==> src/rtl/tt_prog_counter.sv <==
// Programmable counter: prescaled ticks, up/down, load, wrap/saturate/one-shot modes.
// Optional capture register enabled by defining COUNTER_CAPTURE_EN.
module tt_prog_counter #(
  parameter int unsigned WIDTH = 8,
  parameter int unsigned PS_W  = 4
) (
  input  logic             clk,
  input  logic             rst_n,
  input  logic             en,
  input  logic             dir,
  input  logic [1:0]       mode,
  input  logic [PS_W-1:0]  prescale,
  input  logic             load,
  input  logic [WIDTH-1:0] load_val,
  input  logic [WIDTH-1:0] cmp_val,
  input  logic             cap,
  output logic [WIDTH-1:0] count,
  output logic             tc,
  output logic             cmp_match,
  output logic             done,
  output logic [WIDTH-1:0] cap_val
);

  localparam logic [WIDTH-1:0] MAX       = '1;
  localparam logic [1:0]       MODE_SAT  = 2'b01;
  localparam logic [1:0]       MODE_ONE  = 2'b10;

  logic [PS_W-1:0] ps_cnt;
  logic            tick_c;
  logic            at_bound_c;

  assign tick_c     = en & (ps_cnt == prescale);
  assign at_bound_c = dir ? (count == '0) : (count == MAX);
  assign cmp_match  = (count == cmp_val);

  // Prescaler; a prescale lowered below ps_cnt is reached again after a natural wrap.
  always_ff @(posedge clk or negedge rst_n) begin
    if (!rst_n) begin
      ps_cnt <= '0;
    end else if (load) begin
      ps_cnt <= '0;
    end else if (en) begin
      ps_cnt <= tick_c ? '0 : ps_cnt + PS_W'(1);
    end
  end

  // Count, terminal-count pulse and sticky one-shot done; load overrides any tick.
  always_ff @(posedge clk or negedge rst_n) begin
    if (!rst_n) begin
      count <= '0;
      tc    <= 1'b0;
      done  <= 1'b0;
    end else if (load) begin
      count <= load_val;
      tc    <= 1'b0;
      done  <= 1'b0;
    end else begin
      tc <= 1'b0;
      if (tick_c && !done) begin
        if (!at_bound_c) begin
          count <= dir ? count - WIDTH'(1) : count + WIDTH'(1);
        end else begin
          case (mode)
            MODE_SAT: tc <= 1'b1;
            MODE_ONE: begin
              done <= 1'b1;
              tc   <= 1'b1;
            end
            default: begin
              count <= dir ? MAX : '0;
              tc    <= 1'b1;
            end
          endcase
        end
      end
    end
  end

`ifdef COUNTER_CAPTURE_EN
  // Captures the count as it stood before this edge's update.
  always_ff @(posedge clk or negedge rst_n) begin
    if (!rst_n) begin
      cap_val <= '0;
    end else if (cap) begin
      cap_val <= count;
    end
  end
`else
  logic unused_cap;
  assign unused_cap = cap;
  assign cap_val    = '0;
`endif

endmodule

==> config.mk <==
export PLATFORM = sky130hd
export DESIGN_NAME = tt_prog_counter
export DESIGN_NICKNAME = d
export VERILOG_FILES = /design/src/rtl/tt_prog_counter.sv
export SDC_FILE = /design/constraint.sdc
export NUM_CORES = 1
export LEC_CHECK = 0
export ABC_CLOCK_PERIOD_IN_PS = 3700
export BUFFER_PORTS_ARGS = -buffer_cell sky130_fd_sc_hd__buf_2
export CAP_MARGIN = 20
export CORE_UTILIZATION = 40
export DETAILED_ROUTE_END_ITERATION = 6
export GPL_TIMING_DRIVEN = 0
export PLACE_DENSITY = 0.67
export SYNTH_ARGS = -nofsm -noshare
export SYNTH_HDL_FRONTEND = slang
export SYNTH_SLANG_ARGS = --single-unit
export TNS_END_PERCENT = 5
==> constraint.sdc <==
create_clock -name clk -period 3.7 [get_ports clk]
set_clock_uncertainty 0.1 [all_clocks]
set_input_delay 0.74 -clock clk [delete_from_list [all_inputs] [get_ports clk]]
set_output_delay 0.74 -clock clk [all_outputs]
set_load 0.05 [all_outputs]
==> impl_metrics.py, run 1 <==
metrics = {
    "pwr": {
        "cellPowerDensity_mw_per_mm2": 425,
        "p_total_uw": 662,
        "clkPwrFrac_pct": 17.0,
        "swShare_pct": 45.5,
        "ir_drop_uv": 178,
        "p_sw_uw": 302,
        "total_leakage_power_nw": 0.751,
        "share_comb_of_total_power_pct": 50.6,
        "seq_power_share_pct": 32.5,
        "p_int_uw": 361,
    },
    "synth": {
        "yosysWarnings": 0,
        "yosysTopAreaCellShare_pct": 27.8,
        "ys.flop_type": "dfrtp_1",
        "synth_cells": 144,
        "async_flop_share_pct": 100,
        "synth_cell_types": 43,
        "synth_commonest_cells": "dfrtp_1, nand2_1, xnor2_1",
        "syn_area_mm2": 0.00126,
        "synth.avg_cell_area_um2": 8.75,
        "synth_edf_count": 0,
        "yosysTopAreaCell": "dfrtp_1",
        "synth-seq-cells": 14,
        "synth_most_common_cell": "dfrtp_1",
        "synth_area_leaders": "dfrtp_1, ha_1, xnor2_1",
        "yosysSeqAreaShare_pct": 27.8,
    },
    "global_routing": {
        "grt_pass1_vias": 1142,
        "grt_max_degree": 15,
        "grt_first_pass_wirelength_mm": 5.02,
        "grt.overflow.total": 0,
        "grt_usage_pct": 19.5,
        "grt_antenna_before_repair": 0,
    },
    "flow_run": {
        "drv_cap": 0,
    },
    "routing": {
        "drtIter0Drc": 44,
        "drc": 1,
        "antenna_left": 0,
        "drt_wl_total_mm": 3.08,
        "viasPerCell": 5.10,
        "vias": 1198,
        "firstDrtPassIters": 6,
        "wire_per_inst_um": 13.1,
    },
    "placed_design": {
        "numPlacedInstances": 231,
        "dpl.hpwl_mm": 2.48,
        "io_buffers": 36,
        "gp_congestion": 0.794,
        "post_dp_cell_area_mm2": 0.00152,
        "dp_slack_ps": 942,
    },
    "clock_tree": {
        "cts-root-buf": "clkbuf_4",
        "post_cts_buffers": 0,
        "cts_sinks": 14,
        "tritoncts": "built",
        "clk_transition_reported_paths_ps": 90,
        "post_cts_resized": 0,
        "htree_levels": 1,
        "cts_buffer_depth": 2,
        "insertion_delay_ps": 280,
        "cts_hold_buf": 0,
        "numCtsBuffers": 3,
    },
    "die": {
        "die_h_um": 58.1,
        "die_width_um": 58.1,
        "num_io_pins": 47,
        "start_util_pct": 41.6,
        "coreArea_mm2": 0.00303,
        "fp-row-count": 20,
        "die-area_mm2": 0.00338,
    },
    "setup_path": {
        "arrival_ps": 2550,
        "worst_setup_path_start_kind": "input port",
        "cp.required_ps": 3770,
        "crit_path_end_kind": "register",
        "worstPathMaxFanout": 12,
        "reg2reg_slack_ps": 1440,
        "crit_type": "input port to register",
    },
    "sta": {
        "worst_slack_ps": 1220,
        "fin_crit_ps": 2480,
        "finalHoldViolCount": 0,
        "final.setup.tns_ps": 0,
        "rsz0062_at_grt": "false",
        "post-route-period-util_pct": 67.0,
        "setup_viol": 0,
        "fmax_mhz": 404,
        "worstMarginPinSlew_ps": 647,
        "maxSlewHeadroom_pct": 56.5,
        "drv_slew": 0,
    },
    "final_layout": {
        "drive_above_1_share_pct": 29.3,
        "instances_no_fill": 235,
        "finalNetCount": 229,
        "finish.instance_area_mm2": 0.00156,
        "area_growth_syn_to_layout_pct": 23.6,
        "antenna_cells": 0,
    },
    "status": {
        "status": "complete, but fails checks",
        "violations": "DRC",
    },
    "min_path": {
        "hp-class": "input port to asynchronous set/reset pin",
    },
}
[logic make-up (layout without fill, tap and decap cells)]
| family | Yosys count | in the layout | share of synthesized area [%] |
|---|---|---|---|
| adder cells (fa/ha/maj) | 9 | 9 | 9.53 |
| flip-flops | 14 | 14 | 27.8 |
| XOR/XNOR | 17 | 17 | 11.8 |
| multiplexers | 1 | 1 | 0.794 |
| AO/OA/AOI/OAI | 34 | 34 | 21.4 |
| AND/OR/NAND/NOR | 47 | 47 | 19.1 |
| other | 1 | 8 | 0.298 |
| buffers and inverters | 21 | 61 | 9.24 |
[final timing paths]
path,startpoint,endpoint,depth (start not counted)
max,dir,count[6]$_DFFE_PN0P_,9
max reg2reg,count[0]$_DFFE_PN0P_,count[6]$_DFFE_PN0P_,8
max in group asynchronous,rst_n,count[5]$_DFFE_PN0P_,1
min reg2reg,done$_DFFE_PN0P_,done$_DFFE_PN0P_,1
min,rst_n,ps_cnt[3]$_DFFE_PN0P_,1
min in group clk,done$_DFFE_PN0P_,done$_DFFE_PN0P_,1
[cell usage in the layout, fill, tap and decap left out, drive strengths merged, types with 2 or more instances in the layout]
| master | Yosys | final |
|---|---|---|
| ha | 8 | 8 |
| buf | 9 | 45 |
| o221a | 3 | 3 |
| nor4 | 3 | 3 |
| and2 | 2 | 2 |
| nand4 | 4 | 4 |
| nor2 | 11 | 11 |
| a21o | 2 | 2 |
| xnor2 | 11 | 11 |
| clkbuf | 1 | 5 |
| inv | 10 | 10 |
| nand3 | 3 | 3 |
| o21a | 3 | 3 |
| nand2 | 11 | 11 |
| a21oi | 2 | 2 |
| xor2 | 6 | 6 |
| o31a | 2 | 2 |
| o211ai | 2 | 2 |
| dfrtp | 14 | 14 |
| nand2b | 4 | 4 |
| nor3 | 6 | 6 |
| o21ai | 9 | 9 |
| conb | 1 | 8 |
| a2bb2oi | 2 | 2 |
[worst max-delay path: stages]
cell	delay (ps)
buf_2	230
inv_1	100
fa_1	460
nand2b_1	180
a21oi_1	210
o21a_1	170
o21a_1	120
nor3_1	40
o31a_1	300
[state kept, by name, summed over array words and instances (netlist names)]
name	count
ps_cnt	4
count	8
tc	1
done	1
[cell type report]
class                           count  area, um^2
Clock buffer                        4        36.3
Tap cell                           44        55.1
Multi-Input combinational cell    116         820
Buffer                             10        75.1
Inverter                           11        41.3
Fill cell                         309        1470
Sequential cell                    14         350
Timing Repair Buffer               36         180
[power by group through the flow]
stage | logic, mW | registers (mW) | clock network, mW
after floorplan | 0.194 | 0.275 | 0
after global placement | 0.323 | 0.217 | 0
after detailed placement | 0.336 | 0.218 | 0
after CTS | 0.337 | 0.215 | 0.116
after global routing | 0.364 | 0.220 | 0.122
final | 0.335 | 0.215 | 0.112
[per-layer routing]
metal,part of all wire (%),up-vias,track usage (%)
met1,44,558,23.4
met4,0.45,0,6.12
met5,0,-,0
met3,4.4,2,2.01
li1,-,599,-
met2,51,39,36.3
[metrics by stage]
| step | hold WS, ps | utilization, % |
|---|---|---|
| after floorplan | 344 | - |
| after global placement | 419 | 50.2 |
| after detailed placement | 428 | 50.2 |
| after CTS | 246 | 51.4 |
| after global routing | 248 | 51.4 |
| final | 241 | 51.4 |
(Power assumes the default switching activity.)
==> run 2: changes to the inputs <==
--- a/config.mk
+++ b/config.mk
@@ -5,13 +5,13 @@
 export SDC_FILE = /design/constraint.sdc
 export NUM_CORES = 1
 export LEC_CHECK = 0
-export ABC_CLOCK_PERIOD_IN_PS = 3700
+export ABC_CLOCK_PERIOD_IN_PS = 2100
 export BUFFER_PORTS_ARGS = -buffer_cell sky130_fd_sc_hd__buf_2
 export CAP_MARGIN = 20
 export CORE_UTILIZATION = 40
 export DETAILED_ROUTE_END_ITERATION = 6
 export GPL_TIMING_DRIVEN = 0
-export PLACE_DENSITY = 0.67
+export PLACE_DENSITY = 0.7
 export SYNTH_ARGS = -nofsm -noshare
 export SYNTH_HDL_FRONTEND = slang
 export SYNTH_SLANG_ARGS = --single-unit
==> constraint.sdc (replaced) <==
create_clock -name clk -period 2.1 [get_ports clk]
set_clock_uncertainty 0.1 [all_clocks]
set_input_delay 0.42 -clock clk [delete_from_list [all_inputs] [get_ports clk]]
set_output_delay 0.42 -clock clk [all_outputs]
set_load 0.05 [all_outputs]
==> impl_metrics.py, run 2 (synthesis gave the netlist of run 1 again) <==
metrics = {
    "final_layout": {
        "largest-register": "count",
        "finalNetCount": 247,
        "finish.instance_area_mm2": 0.00176,
        "fillerInstances": 277,
        "largest_reg_flops": 8,
        "layout_commonest_cell": "buf_2",
        "antenna_cells": 0,
        "drive_above_1_share_pct": 42.8,
        "reg_top3": "count: 8 flops, ps_cnt: 4 flops",
        "area_growth_syn_to_layout_pct": 39.9,
        "instances_no_fill": 252,
        "layout_common_cells": "buf_2, buf_4, xnor2_1, nand2_1, nor2_1",
    },
    "pwr": {
        "ir_drop_uv": 252,
        "total_leakage_power_nw": 0.833,
        "p_total_mw": 1.28,
        "cellPowerDensity_mw_per_mm2": 725,
    },
    "placed_design": {
        "gp_congestion": 0.755,
        "dp_slack_ps": -273,
        "numPlacedInstances": 231,
        "dpl.hpwl_mm": 2.36,
        "post_dp_cell_area_mm2": 0.00154,
        "io_buffers": 36,
    },
    "min_path": {
        "hp-class": "input port to register",
    },
    "routing": {
        "drt_wl_total_mm": 3.19,
        "vias": 1266,
        "drtIter0Drc": 18,
        "viasPerCell": 5.02,
        "wire_per_inst_um": 12.7,
        "firstDrtPassIters": 4,
        "drc": 0,
        "antenna_left": 0,
    },
    "sta": {
        "fin_crit_ps": 2090,
        "setup_viol": 0,
        "finalHoldViolCount": 0,
        "maxSlewHeadroom_pct": 64.7,
        "whs_ps": 299,
        "post-route-period-util_pct": 99.5,
        "worst_slack_ps": 11.3,
        "rsz0062_at_grt": "true",
        "fmax_mhz": 479,
        "drv_slew": 0,
        "worstMarginPinSlew_ps": 525,
    },
    "clock_tree": {
        "numCtsBuffers": 3,
        "cts_sinks": 14,
        "clk_transition_reported_paths_ps": 70,
        "cts_buffer_depth": 2,
        "cts-root-buf": "clkbuf_4",
        "tritoncts": "built",
        "insertion_delay_ps": 270,
        "htree_levels": 1,
    },
    "die": {
        "die-area_mm2": 0.00338,
        "num_io_pins": 47,
        "start_util_pct": 41.6,
        "coreArea_mm2": 0.00303,
        "fp-row-count": 20,
        "die_h_um": 58.1,
        "die_width_um": 58.1,
    },
    "global_routing": {
        "grt_antenna_before_repair": 0,
        "grt_first_pass_wirelength_mm": 4.90,
        "grt_max_degree": 15,
        "grt.overflow.total": 0,
        "grt_usage_pct": 18.8,
        "grt_pass1_vias": 1151,
    },
    "setup_path": {
        "cp.required_ps": 2180,
        "arrival_ps": 2170,
        "worstPathMaxFanout": 10,
        "max_stage_delay_ps": 500,
        "crit_path_end_kind": "register",
        "crit_slowest_cell": "or4_4",
        "worst_setup_path_start_kind": "register",
        "reg2reg_slack_ps": 10,
        "path_buf_inv": 1,
        "cp_cell_sequence": "nand4_1 -> or4_4 -> a21o_1 -> a31oi_4 -> buf_6 -> nor2_2 -> a221oi_2",
        "crit_type": "register to register",
        "cp_top_family": "simple AND/OR/NAND/NOR gates",
    },
    "flow_run": {
        "drv_cap": 0,
    },
    "status": {
        "status": "completed",
    },
}
## run 2: worst register-to-register path: cells and delay by family, from the launching register on
family	cells	cell delay, ps
AO/OA/AOI/OAI	3	630
buffers and inverters	1	180
flip-flops	1	410
AND/OR/NAND/NOR	3	680
## run 2: final timing paths
check                                       end            startpoint  cells past startpoint
hold / removal             count[1]$_DFFE_PN0P_           load_val[1]                      3
max in group asynchronous  count[2]$_DFFE_PN0P_                 rst_n                      2
setup reg to reg           count[1]$_DFFE_PN0P_  count[5]$_DFFE_PN0P_                      7
hold reg to reg                done$_DFFE_PN0P_      done$_DFFE_PN0P_                      1
setup / recovery           count[1]$_DFFE_PN0P_  count[5]$_DFFE_PN0P_                      7
min in group asynchronous          tc$_DFF_PN0_                 rst_n                      2
## run 2: through the flow
step                      util [%]  setup TNS [ps]
final                         58.2               0
after global routing          58.2            -410
after CTS                     52.1           -13.7
after detailed placement      50.7           -1050
after global placement        50.7            -874
after floorplan                  -           -71.0
## run 2: timing repair
item | 4_1_cts | 5_1_grt
hold buffers | 1 | 0
endpoints found under the setup margin | 3 | 7
hold endpoints to repair | 14 | 0
buffers inserted | 0 | 17
pin swaps | 0 | 9
resized for setup | 2 | 9
## run 2: cell type report
cell class              count  area (um^2)  share of cell area [%]
repair buffers             54          339                    19.2
plain buffers              10         75.1                    4.26
multi-input cells         116          870                    49.3
well taps                  44         55.1                    3.12
inverters                  11         41.3                    2.34
clock buffers               3         22.5                    1.28
flip-flops and latches     14          360                    20.4
## run 2: where the power goes
| group | leakage (nW) | switching, mW | internal [mW] |
|---|---|---|---|
| combinational | 0.651 | 0.429 | 0.340 |
| sequential | 0.168 | 0.0537 | 0.313 |
| clock | 0.0138 | 0.0757 | 0.0664 |
## run 2: layer usage
metal  share of wire (%)  track usage [%]  vias up  wire length (um)
met5                   0                0        -                 0
met4                   0             1.02        0                 0
met3                 5.0             5.13        0               159
met2                  53             36.0       37              1680
met1                  42             21.7      595              1350
li1                    -                -      634                 -
